`src/rtl/phimap_trig_sched.sv`:
```
// Sequencer for the trigonometric functional-link expansion: time-shares one sin/cos
// core across the K harmonics and packs [x, sin(k*pi*x), cos(k*pi*x)] into phi_out.
module phimap_trig_sched #(
    parameter int Q_ORD   = 7,
    parameter int WIDTH   = 16,
    parameter int QP      = 12,
    parameter int TIMEOUT = 64
) (
    input  logic                      clk,
    input  logic                      rst,
    input  logic signed [WIDTH-1:0]   x_in,
    input  logic                      x_valid,
    output logic                      x_ready,
    output logic        [WIDTH:0]     theta_out,
    output logic                      trig_req,
    input  logic                      trig_gnt,
    input  logic                      trig_done,
    input  logic signed [WIDTH-1:0]   trig_sin,
    input  logic signed [WIDTH-1:0]   trig_cos,
    output logic [Q_ORD*WIDTH-1:0]    phi_out,
    output logic                      phi_valid,
    input  logic                      phi_ready,
    output logic                      busy,
    output logic                      timeout_err,
    output logic [1:0]                dbg_state
);

    // Handshakes: a transfer happens on a rising edge where valid and ready (or
    // trig_req and trig_gnt) are both high; valid/req and their payload stay
    // stable until that edge, and ready never depends on valid.

    localparam int K        = (Q_ORD - 1) / 2;
    localparam int KW       = $clog2(K + 1);
    localparam int CW       = $clog2(TIMEOUT) + 1;
    localparam int PI_Q4_12 = 'h3244;

    typedef enum logic [1:0] {
        S_IDLE  = 2'd0,
        S_ISSUE = 2'd1,
        S_WAIT  = 2'd2,
        S_OUT   = 2'd3
    } state_t;

    state_t                  r_state;
    state_t                  w_next;
    logic [KW-1:0]           r_k;
    logic [CW-1:0]           r_cnt;
    logic signed [WIDTH-1:0] r_x;
    logic [WIDTH-1:0]        r_slot [Q_ORD];
    logic                    r_err;

    logic signed [WIDTH:0]   w_ck;
    logic signed [2*WIDTH:0] w_prod;
    logic [2*WIDTH:0]        w_rnd;
    logic [WIDTH:0]          w_theta;
    logic signed [WIDTH-1:0] w_sin_sh;
    logic signed [WIDTH-1:0] w_cos_sh;
    logic                    w_timeout;
    logic                    w_last;
    logic                    w_advance;

    // theta(k) = round(k*pi*x) in Q4.12; the product is exact, the result wraps.
    assign w_ck     = (WIDTH+1)'(int'(r_k) * PI_Q4_12);
    assign w_prod   = $signed({{WIDTH{w_ck[WIDTH]}}, w_ck})
                    * $signed({{(WIDTH+1){r_x[WIDTH-1]}}, r_x});
    assign w_rnd    = w_prod + (2*WIDTH+1)'(1 << (QP - 1));
    assign w_theta  = (WIDTH+1)'(w_rnd >> QP);

    assign w_sin_sh  = trig_sin >>> 3;
    assign w_cos_sh  = trig_cos >>> 3;
    assign w_timeout = (r_cnt == CW'(TIMEOUT - 1)) && !trig_done;
    assign w_last    = (r_k == KW'(K));
    assign w_advance = trig_done || w_timeout;

    always_comb begin
        w_next    = r_state;
        x_ready   = 1'b0;
        trig_req  = 1'b0;
        phi_valid = 1'b0;
        theta_out = '0;
        case (r_state)
            S_IDLE: begin
                x_ready = 1'b1;
                if (x_valid) w_next = S_ISSUE;
            end
            S_ISSUE: begin
                trig_req  = 1'b1;
                theta_out = w_theta;
                if (trig_gnt) w_next = S_WAIT;
            end
            S_WAIT: begin
                if (w_advance) w_next = w_last ? S_OUT : S_ISSUE;
            end
            S_OUT: begin
                phi_valid = 1'b1;
                if (phi_ready) w_next = S_IDLE;
            end
            default: w_next = S_IDLE;
        endcase
    end

    always_ff @(posedge clk) begin
        if (rst) begin
            r_state <= S_IDLE;
            r_k     <= KW'(1);
            r_cnt   <= '0;
            r_x     <= '0;
            r_err   <= 1'b0;
            for (int j = 0; j < Q_ORD; j++) r_slot[j] <= '0;
        end else begin
            r_state <= w_next;
            case (r_state)
                S_IDLE: begin
                    if (x_valid) begin
                        r_x       <= x_in;
                        r_slot[0] <= x_in;
                        r_k       <= KW'(1);
                    end
                end
                S_ISSUE: begin
                    if (trig_gnt) r_cnt <= '0;
                end
                S_WAIT: begin
                    r_cnt <= r_cnt + CW'(1);
                    // A timed-out harmonic contributes zeros rather than stale data.
                    for (int j = 1; j < Q_ORD; j++) begin
                        if (w_advance && (2 * int'(r_k) - 1 == j))
                            r_slot[j] <= trig_done ? w_sin_sh : '0;
                        if (w_advance && (2 * int'(r_k) == j))
                            r_slot[j] <= trig_done ? w_cos_sh : '0;
                    end
                    if (w_timeout) r_err <= 1'b1;
                    if (w_advance && !w_last) r_k <= r_k + KW'(1);
                end
                default: ;
            endcase
        end
    end

    always_comb begin
        phi_out = '0;
        for (int j = 0; j < Q_ORD; j++) phi_out[WIDTH*j +: WIDTH] = r_slot[j];
    end

    assign busy        = (r_state != S_IDLE);
    assign timeout_err = r_err;
    assign dbg_state   = r_state;

endmodule

```
`config.mk`:
```
export PLATFORM = sky130hd
export DESIGN_NAME = phimap_trig_sched
export DESIGN_NICKNAME = d
export VERILOG_FILES = /design/src/rtl/phimap_trig_sched.sv
export SDC_FILE = /design/constraint.sdc
export NUM_CORES = 1
export LEC_CHECK = 0
export ABC_AREA = 1
export CAP_MARGIN = 20
export CORE_AREA = 4 4 151 153
export CTS_CLUSTER_DIAMETER = 50
export DETAILED_ROUTE_END_ITERATION = 7
export DIE_AREA = 0 0 155 157
export PLACE_DENSITY_LB_ADDON = 0.12
export SETUP_SLACK_MARGIN = 0.05
export SLEW_MARGIN = 20
export SYNTH_ARGS = -nofsm -noshare
export SYNTH_HDL_FRONTEND = slang
export SYNTH_SLANG_ARGS = --single-unit
```
`constraint.sdc`:
```
create_clock -name clk -period 7.9 [get_ports clk]
set_clock_uncertainty 0.1 [all_clocks]
set_input_delay 1.58 -clock clk [delete_from_list [all_inputs] [get_ports clk]]
set_output_delay 1.58 -clock clk [all_outputs]
set_load 0.005 [all_outputs]
```
==> implementation parameters <==
Parameter                              Value

Timing
  Final worst slack    -68.6 ps
  Actual slew at the worst max-slew pin    1100 ps
  Endpoints failing setup    4
  Maximum clock frequency    125 MHz
  Number of endpoints with negative hold slack in the final report    0
  Final period util    101%
  Pins Over Slew Limit    0
  Worst slew margin    26.2%
  RSZ-0062 raised after global routing    true
  Final critical-path required period    7970 ps

CTS
  Clock transition at the registers of the reported paths    60 ps
  CTS HTree Levels    4
  Latest clock arrival within the worst-skew pair    410 ps
  Buffer levels on the longest clock path    2
  TritonCTS clock tree    built
  CTS hold repair buffers    0
  Clock sink count    122
  Root buffer cell    clkbuf_16
  Number of buffers added by the clock tree synthesis step    17

Place
  Area of placed instances    14,500 sq um
  Placed wire-length estimate after detailed placement    25,300 um
  Placer Congestion    0.906
  Count of buffers from port buffering    183
  Post-placement worst setup slack    -192 ps
  Placed Cells    1,957

Critical path
  Timing startpoint of the critical path    r_k[0]$_SDFFE_PP1P_
  CP max FO    5
  Logic depth of the worst register-to-register path    9
  Setup CP Type    register to primary output
  Worst R2R Start    r_cnt[0]$_SDFFE_PP0P_
  Arrival time of the worst setup path    6290 ps
  Dominant cell type by count on the critical path    inv_2
  Internal reg-to-reg setup slack    5160 ps
  Critical path's slowest cell    fa_2
  Timing endpoint of the critical path    theta_out[15]
  Worst setup SP type    register
  Capturing element type of the critical path    primary output
  Crit path largest cell delay    600 ps
  Required time reported for the critical path endpoint    6220 ps
  Endpoint of the worst-slack reg-to-reg timing path    r_slot[2][1]$_SDFFCE_PN0P_

Logic synthesis
  Share of synthesized area occupied by flip-flops and latches    28.7%
  Area of the mapped netlist    11,800 sq um
  Cell with the most instances after synthesis    inv_1
  Synth warnings    0
  Synth area leader    edfxtp_1
  Fraction of registers with async set/reset    0%
  Post-synth EDFFs    94
  Commonest cells in the netlist    368 x inv_1, 323 x nand2_1, 148 x nor2_1
  Number of instances in the synthesized netlist    1,451
  Top cells by area in the synthesized netlist    edfxtp_1 24%, fa_1 21%, inv_1 12%, nand2_1 10%, ha_1 10%
  Register bit count reported by yosys    122
  Proportion of netlist area held by the largest area contributor    23.9%
  Nets in the synthesized netlist    1,721
  Number of distinct standard cells referenced by the synthesized netlist    41
  Predominant post-synthesis flop cell    edfxtp_1
  Syn avg cell area    8.14 sq um

Route
  Count of vias placed by the detailed router    10.4k
  Number of remaining DRC errors    0
  Via density per instance    5.14
  Antenna viol nets, final    0
  Wire length after detailed routing    33,600 um
  Mean routed wirelength per cell    16.6 um
  Detailed-routing iteration count for the pre-antenna-repair pass    6
  Detailed Route Iter0 Violations    669

Floorplan
  Core Footprint    21,600 sq um
  Die height    157 um
  Area of the die    24,300 sq um
  Row count    54
  Number of primary I/O pins    190
  Die X    155 um
  Initial core utilization    54.8%

Final layout
  Share of post-route cells with drive strength above 1    24.2%
  Area Overhead vs Synth    39.3%
  Multi-input logic area    7780 sq um
  Final non-filler cell area    16,400 sq um
  Post-Layout Cell Count    2,030
  Area occupied by registers    3390 sq um
  Number of nets in the final layout    2,007
  Antenna diodes    0
  Utilization of the core after routing    76.3%
  Number of filler instances in the final layout    1,472

Power and ir drop
  P_leak    8.29 nW
  Power per Cell Area    332 nW/um^2
  IR drop worst, VDD    0.000361 V

Global route
  Via count of the first global-routing pass    10.6k
  All-Layer GR Usage    26.9%
  Overflow left after global routing    0
  First-pass GRT wire length    52,200 um
  Largest net degree at the start of global routing    31
  Number of antenna violations at the first check in global routing    1

Job
  Maximum Capacitance Violations    0

Run status
  Status    complete, but fails checks
  Violated checks    setup timing

Min path
  Hold crit path type    register to register
## critical path: cells and delay by family, from the launching register on
family	cells	cell delay [ps]
and+or+nand+nor	11	860
DFF	1	350
buffers and inverters	13	1010
adders and majority gates	8	3470
AOI/OAI and AO/OA	1	170
## through the flow
step                      hold slack [ps]  TNS, ps  total power [mW]
after floorplan                       345        0              2.53
after global placement                352     -995              3.61
after detailed placement              360    -1370              3.66
after CTS                             388    -45.9              5.03
after global routing                  415    -1940              5.84
final                                 386     -167              5.47
## placed cells by master, fill, tap and decap left out, types with 13 or more instances in the layout
| cell | Yosys | final |
|---|---|---|
| a21oi_1 | 28 | 18 |
| buf_4 | 19 | 110 |
| buf_6 | 0 | 15 |
| clkbuf_16 | 0 | 17 |
| clkdlybuf4s50_1 | 0 | 168 |
| dfxtp_1 | 28 | 26 |
| edfxtp_1 | 94 | 94 |
| fa_1 | 121 | 116 |
| ha_1 | 95 | 58 |
| ha_4 | 0 | 33 |
| inv_1 | 368 | 332 |
| inv_2 | 11 | 46 |
| nand2_1 | 323 | 265 |
| nand2_2 | 15 | 61 |
| nand2_4 | 1 | 13 |
| nand3_1 | 40 | 25 |
| nand3_2 | 3 | 13 |
| nand4_1 | 21 | 21 |
| nor2_1 | 148 | 125 |
| nor2_2 | 16 | 15 |
| nor2_4 | 4 | 28 |
| o22ai_1 | 27 | 27 |
## layout make-up
class	count	share of cell area (%)
clock buffers	18	2.61
clock inverters	14	1.32
inverters	381	8.71
multi-input cells	903	47.3
flip-flops and latches	122	20.6
well taps	280	2.13
repair buffers	312	17.3
## logic make-up (layout without fill, tap and decap cells)
logic type,count (synthesis),count (layout),synth area share (%)
AOI/OAI and AO/OA,83,83,4.10
xor gates and xnor gates,13,13,0.964
adders and majority gates,216,216,30.6
DFF,122,122,28.7
and+or+nand+nor,591,591,21.5
buffers and inverters,426,725,14.2
## routing by layer
metal | share of wire (%) | global-route usage [%] | vias to the layer above
li1 | - | - | 4962
met1 | 39 | 33.3 | 4998
met2 | 52 | 49.4 | 425
met3 | 6.9 | 3.52 | 46
met4 | 2.1 | 7.36 | 0
met5 | 0 | 0 | -
## registers in the layout, summed over array words and instances, names as in the netlist
register and cells:
r_x 16, r_cnt 7, dbg_state 2, timeout_err 1
r_k 2, r_slot 94
## power breakdown
| group | switching (mW) | total [mW] | internal [mW] |
|---|---|---|---|
| clock | 0.293 | 0.855 | 0.562 |
| sequential | 0.0416 | 0.801 | 0.759 |
| combinational | 2.09 | 3.81 | 1.72 |
## timing repair
action	CTS	global route
pin swaps	94	106
setup endpoints to repair	14	16
setup buffers	30	13
gates resized for setup	146	164
## how the worst min path moves through the flow
| stage | endpoint | start | cells past startpoint | slack (ps) |
|---|---|---|---|---|
| global placement | r_cnt[5]$_SDFFE_PP0P_ | r_cnt[5]$_SDFFE_PP0P_ | 2 | 350 |
| floorplan | r_cnt[5]$_SDFFE_PP0P_ | r_cnt[5]$_SDFFE_PP0P_ | 2 | 340 |
| CTS | r_cnt[1]$_SDFFE_PP0P_ | r_cnt[1]$_SDFFE_PP0P_ | 2 | 390 |
| global route | r_cnt[6]$_SDFFE_PP0P_ | r_cnt[6]$_SDFFE_PP0P_ | 2 | 420 |
| finish | r_cnt[1]$_SDFFE_PP0P_ | r_cnt[1]$_SDFFE_PP0P_ | 2 | 390 |
| detailed placement | r_cnt[5]$_SDFFE_PP0P_ | r_cnt[5]$_SDFFE_PP0P_ | 2 | 360 |
Power figures use the tool's default switching activity.
==> RTL change 1, RTL diff (config.mk and constraints unchanged) <==
Put one more register stage on the output `timeout_err`. The value now appears one clock later. The other outputs are not delayed to match.
--- a/src/rtl/phimap_trig_sched.sv
+++ b/src/rtl/phimap_trig_sched.sv
@@ -143,7 +143,9 @@
     end
 
     assign busy        = (r_state != S_IDLE);
-    assign timeout_err = r_err;
+    always_ff @(posedge clk) begin
+        timeout_err <= r_err;
+    end
     assign dbg_state   = r_state;
 
 endmodule
Function: not settled (the Yosys comparison gave no result); the edit may change what the design does.
==> RTL change 1 against the original RTL <==
- non-clock buffer count fell by 24
- synthesized area is 0.17% higher
- wire length down 4.0%
- sequential cell count up 1
- total power fell by 4.9%
- fmax increased by 0.85%
- largest power group unchanged
- final cell count decreased by 1.1%
- register-to-register slack worse by 0.13 ns
- worst hold slack worse by 0.11 ns
- critical path depth decreased by 2
- worst setup slack improved by 0.067 ns
- final area down 1.6%
- the flow still finishes with violations (negative setup slack)
==> RTL change 1: results (changes against the original RTL) <==
Route
  • Met1 WL: 12.83 mm (-1.9%)
  • Routed WL per cell: 16.09 µm (-2.9%)
  • Met3 WL post-DR: 2.272 mm (-1.6%)
  • DRT iter0 DRCs: 555 (-17%)
  • TritonRoute pass-1 iters: 5 (-1)
  • Final wirelength: 32.29 mm (-4.0%)
  • Post-DR vias/cell: 5.118 (-0.41%)

Logic synthesis
  • Syn Inst Count: 1452 (+0.069%)
  • Syn Nets: 1722 (+0.058%)
  • Largest cells by area after synthesis: edfxtp_1 24%, fa_1 20%, inv_1 12%
  • Synth Area in Adders: 30.53% (-0.052 points)
  • Compound-Gate Fraction of Synth Area: 4.094% (-0.0069 points)
  • Xor/xnor share of the synthesized area: 0.9627% (-0.0016 points)
  • Sequential share of the synthesized area: 28.77% (+0.12 points)
  • Seq cells post-synth: 123 (+0.82%)

Power and ir drop
  • LEAKAGE: 8.152 nW (-1.7%)
  • VDD IR-drop max: 331.0 µV (-8.3%)

Placed design
  • DP Area: 14300 µm² (-1.0%)
  • Placed cells: 1938 (-0.97%)
  • GPL Wtd Cong: 0.8942 (-1.3%)

Cells and area
  • FILL cells: 1537 (+4.4%)
  • Non-clk bufs: 288 (-7.7%)
  • Layout Nets: 1984 (-1.1%)
  • Clock buf count: 21 (+3)
  • Buffer share of cell area: 16.50% (-0.81 points)
  • Area of the multi-input gates: 7700 µm² (-1.1%)
  • Share of cells above drive strength 1: 21.89% (-2.3 points)
  • Final Util: 75.07% (-1.2 points)

STA
  • Final setup fails: 1 (-3)
  • Max-slew headroom at the worst pin: 27.23% (+1.0 points)
  • Setup TNS: -0.001538 ns (+0.1656 ns)
  • Fin worst setup slack: -0.001538 ns (+0.06708 ns)

Global route
  • Grt met1 use: 33.10% (-0.23 points)
  • Met2 usage: 46.06% (-3.3 points)
  • First-pass GRT wire length: 50.73 mm (-2.8%)
  • Vias in the first global route: 10.15k (-3.9%)

Worst setup path
  • CP max FO: 7 (+2)
  • Worst EP arrival: 6.22 ns (-0.07 ns)
  • CP max-delay cell: fa_2

Run status
  • Status: finished, violations left
  • Failing checks: negative setup slack
RTL change 1: where the power goes:
group | internal [mW] | total (mW) | switching, mW
combinational | 1.57 | 3.58 | 2.01
clock | 0.536 | 0.816 | 0.279
sequential | 0.765 | 0.808 | 0.0433
total | 2.87 | 5.20 | 2.33
RTL change 1: logic make-up (layout without fill, tap and decap cells):
group,after synthesis,after routing
flops,123,123
buf+inv,426,701
fa+ha+maj,216,216
compound gates,83,83
xor+xnor,13,13
simple gates,591,591
RTL change 1: repair_timing:
item                       in CTS  in global routing
hold buffers                    0                  0
cloned                          0                  1
resized for setup             150                133
buffers inserted               18                 18
pin swaps                      72                114
setup endpoints to repair      15                 17
RTL change 1: path summary, 6_finish.rpt:
path	cells past startpoint	slack [ns]	end	startpoint
max reg2reg	10	5.03	r_slot[6][6]	r_cnt[0]
min	0	0.27	timeout_err	r_err
max	31	-0.002	theta_out[15]	r_k[0]
min reg2reg	0	0.27	timeout_err	r_err
==> RTL change 2, RTL diff (same flow settings) <==
Made on the original files. The parameter `QP` goes from 12 to 6.
--- a/src/rtl/phimap_trig_sched.sv
+++ b/src/rtl/phimap_trig_sched.sv
@@ -3,7 +3,7 @@
 module phimap_trig_sched #(
     parameter int Q_ORD   = 7,
     parameter int WIDTH   = 16,
-    parameter int QP      = 12,
+    parameter int QP      = 6,
     parameter int TIMEOUT = 64
 ) (
     input  logic                      clk,
Behaviour: not the same (a bounded check fails within 4 cycles, from zero or initial values and one cycle with rst high).
==> RTL change 2 against the original RTL <==
- wire length down 24%
- total power down 21%
- synthesized area down 15%
- worst setup slack better by 0.20 ns
- non-clock buffer count down 98
- final area down 19%
- sequential share of layout area up 4.8 points
- sequential cell count unchanged
- largest power group unchanged
- highest routed layer unchanged
==> RTL change 2: results (changes against the original RTL) <==
Min path
  • WHS Endpoint: r_cnt[5]
  • Worst Hold Launch: r_cnt[5]

Logic synthesis
  • Synth Area per Inst: 8.436 µm² (+3.7%)
  • Largest cells by area after synthesis: edfxtp_1 28%, fa_1 16%, inv_1 11%
  • Syn Nets: 1407 (-18%)
  • Most frequent cells after synthesis: 287 x inv_1, 251 x nand2_1, 129 x nor2_1
  • Xor/xnor share of the synthesized area: 1.479% (+0.52 points)
  • Synth Area in Adders: 25.86% (-4.7 points)
  • Yosys cell types: 44 (+7.3%)
  • Compound-Gate Fraction of Synth Area: 4.886% (+0.78 points)

Global route
  • First-pass GRT wire length: 41.21 mm (-21%)
  • Largest net degree at the start of global routing: 28 (-9.7%)
  • Vias in the first global route: 7889 (-25%)
  • Initial antenna violation count: 0 (-1)
  • Grt met3 use: 4.014% (+0.49 points)
  • Grt met1 use: 27.98% (-5.4 points)
  • Total track usage: 21.31% (-5.5 points)
  • Met2 usage: 36.01% (-13 points)

Worst setup path
  • CP max-delay cell: fa_1
  • Crit-path max cell delay: 0.55 ns (-0.05 ns)
  • End of the critical path: theta_out[16]
  • Critical R2R Capture: r_slot[6][2]
  • R2R depth: 7 (-2)
  • Reg2reg start: dbg_state[1]
  • Reg2reg setup slack: 5.11 ns (-0.05 ns)
  • CP max FO: 6 (+1)
  • Worst EP arrival: 6.08 ns (-0.21 ns)

STA
  • Max-slew headroom at the worst pin: 31.70% (+5.5 points)
  • Hold_ws: 0.3671 ns (-0.01937 ns)
  • Setup TNS: 0 ns (+0.1671 ns)

Cells and area
  • Non-filler cells, final: 1677 (-17%)
  • #MultiIn Comb: 733 (-19%)
  • Layout Nets: 1598 (-20%)
  • Inverters: 296 (-22%)
  • Layout area overhead: 32.83%
  • Final clock-cell share: 4.595% (+0.66 points)
  • Area of the multi-input gates: 5807 µm² (-25%)
  • FILL cells: 1868 (+27%)
  • Share of cells above drive strength 1: 14.75% (-9.4 points)
  • Post-Layout Inst Area: 13370 µm² (-19%)
  • Non-clk bufs: 214 (-31%)
  • Fraction of area in registers: 25.36% (+4.8 points)

Route
  • TritonRoute pass-1 iters: 5 (-1)
  • Post-DR vias/cell: 4.849 (-5.6%)
  • DRT iter0 DRCs: 435 (-35%)
  • Final wirelength: 25.56 mm (-24%)

Placed design
  • Hpwl dp: 20.55 mm (-19%)
  • Dpl ws: -0.04047 ns (+0.1514 ns)

Power and ir drop
  • VDD IR-drop max: 218.7 µV (-39%)
  • Sw Pwr: 1.893 mW (-22%)
  • LEAKAGE: 6.507 nW (-22%)

Run status
  • Status: finished, final reports clean

Clocking
  • Worst-path clk slew: 0.06 ns (about the same)
==> RTL change 2: changes by cell type after synthesis, moves of 7 or more <==
cell and delta:
fa_1 -41, nor2_1 -19, clkbuf_1 -9, ha_1 -15, buf_2 +7, nor2_2 -7, nand2_1 -72, nand3_1 -7
inv_1 -81, nand4_1 -13
==> RTL change 2: per-layer routing <==
layer / part of all wire, % / up-vias / wire [µm]
met3: 6.0 / 40 / 1524
met5: 0 / - / 0
li1: - / 4035 / -
met1: 43 / 3825 / 10920
met2: 49 / 231 / 12480
met4: 2.5 / 0 / 632
==> RTL change 2: power groups by stage <==
stage	Clock [mW]	Sequential, mW	Combinational [mW]
finish	0.805	0.816	2.69
detailed placement	0	0.824	2.23
global route	0.844	0.825	3.03
global placement	0	0.822	2.20
floorplan	0	0.818	1.47
CTS	0.813	0.816	2.49
==> RTL change 2: what timing repair did <==
action,in CTS,in global routing
pin swaps,19,41
endpoints found under the setup margin,7,10
buffers inserted,4,7
resized for setup,61,62
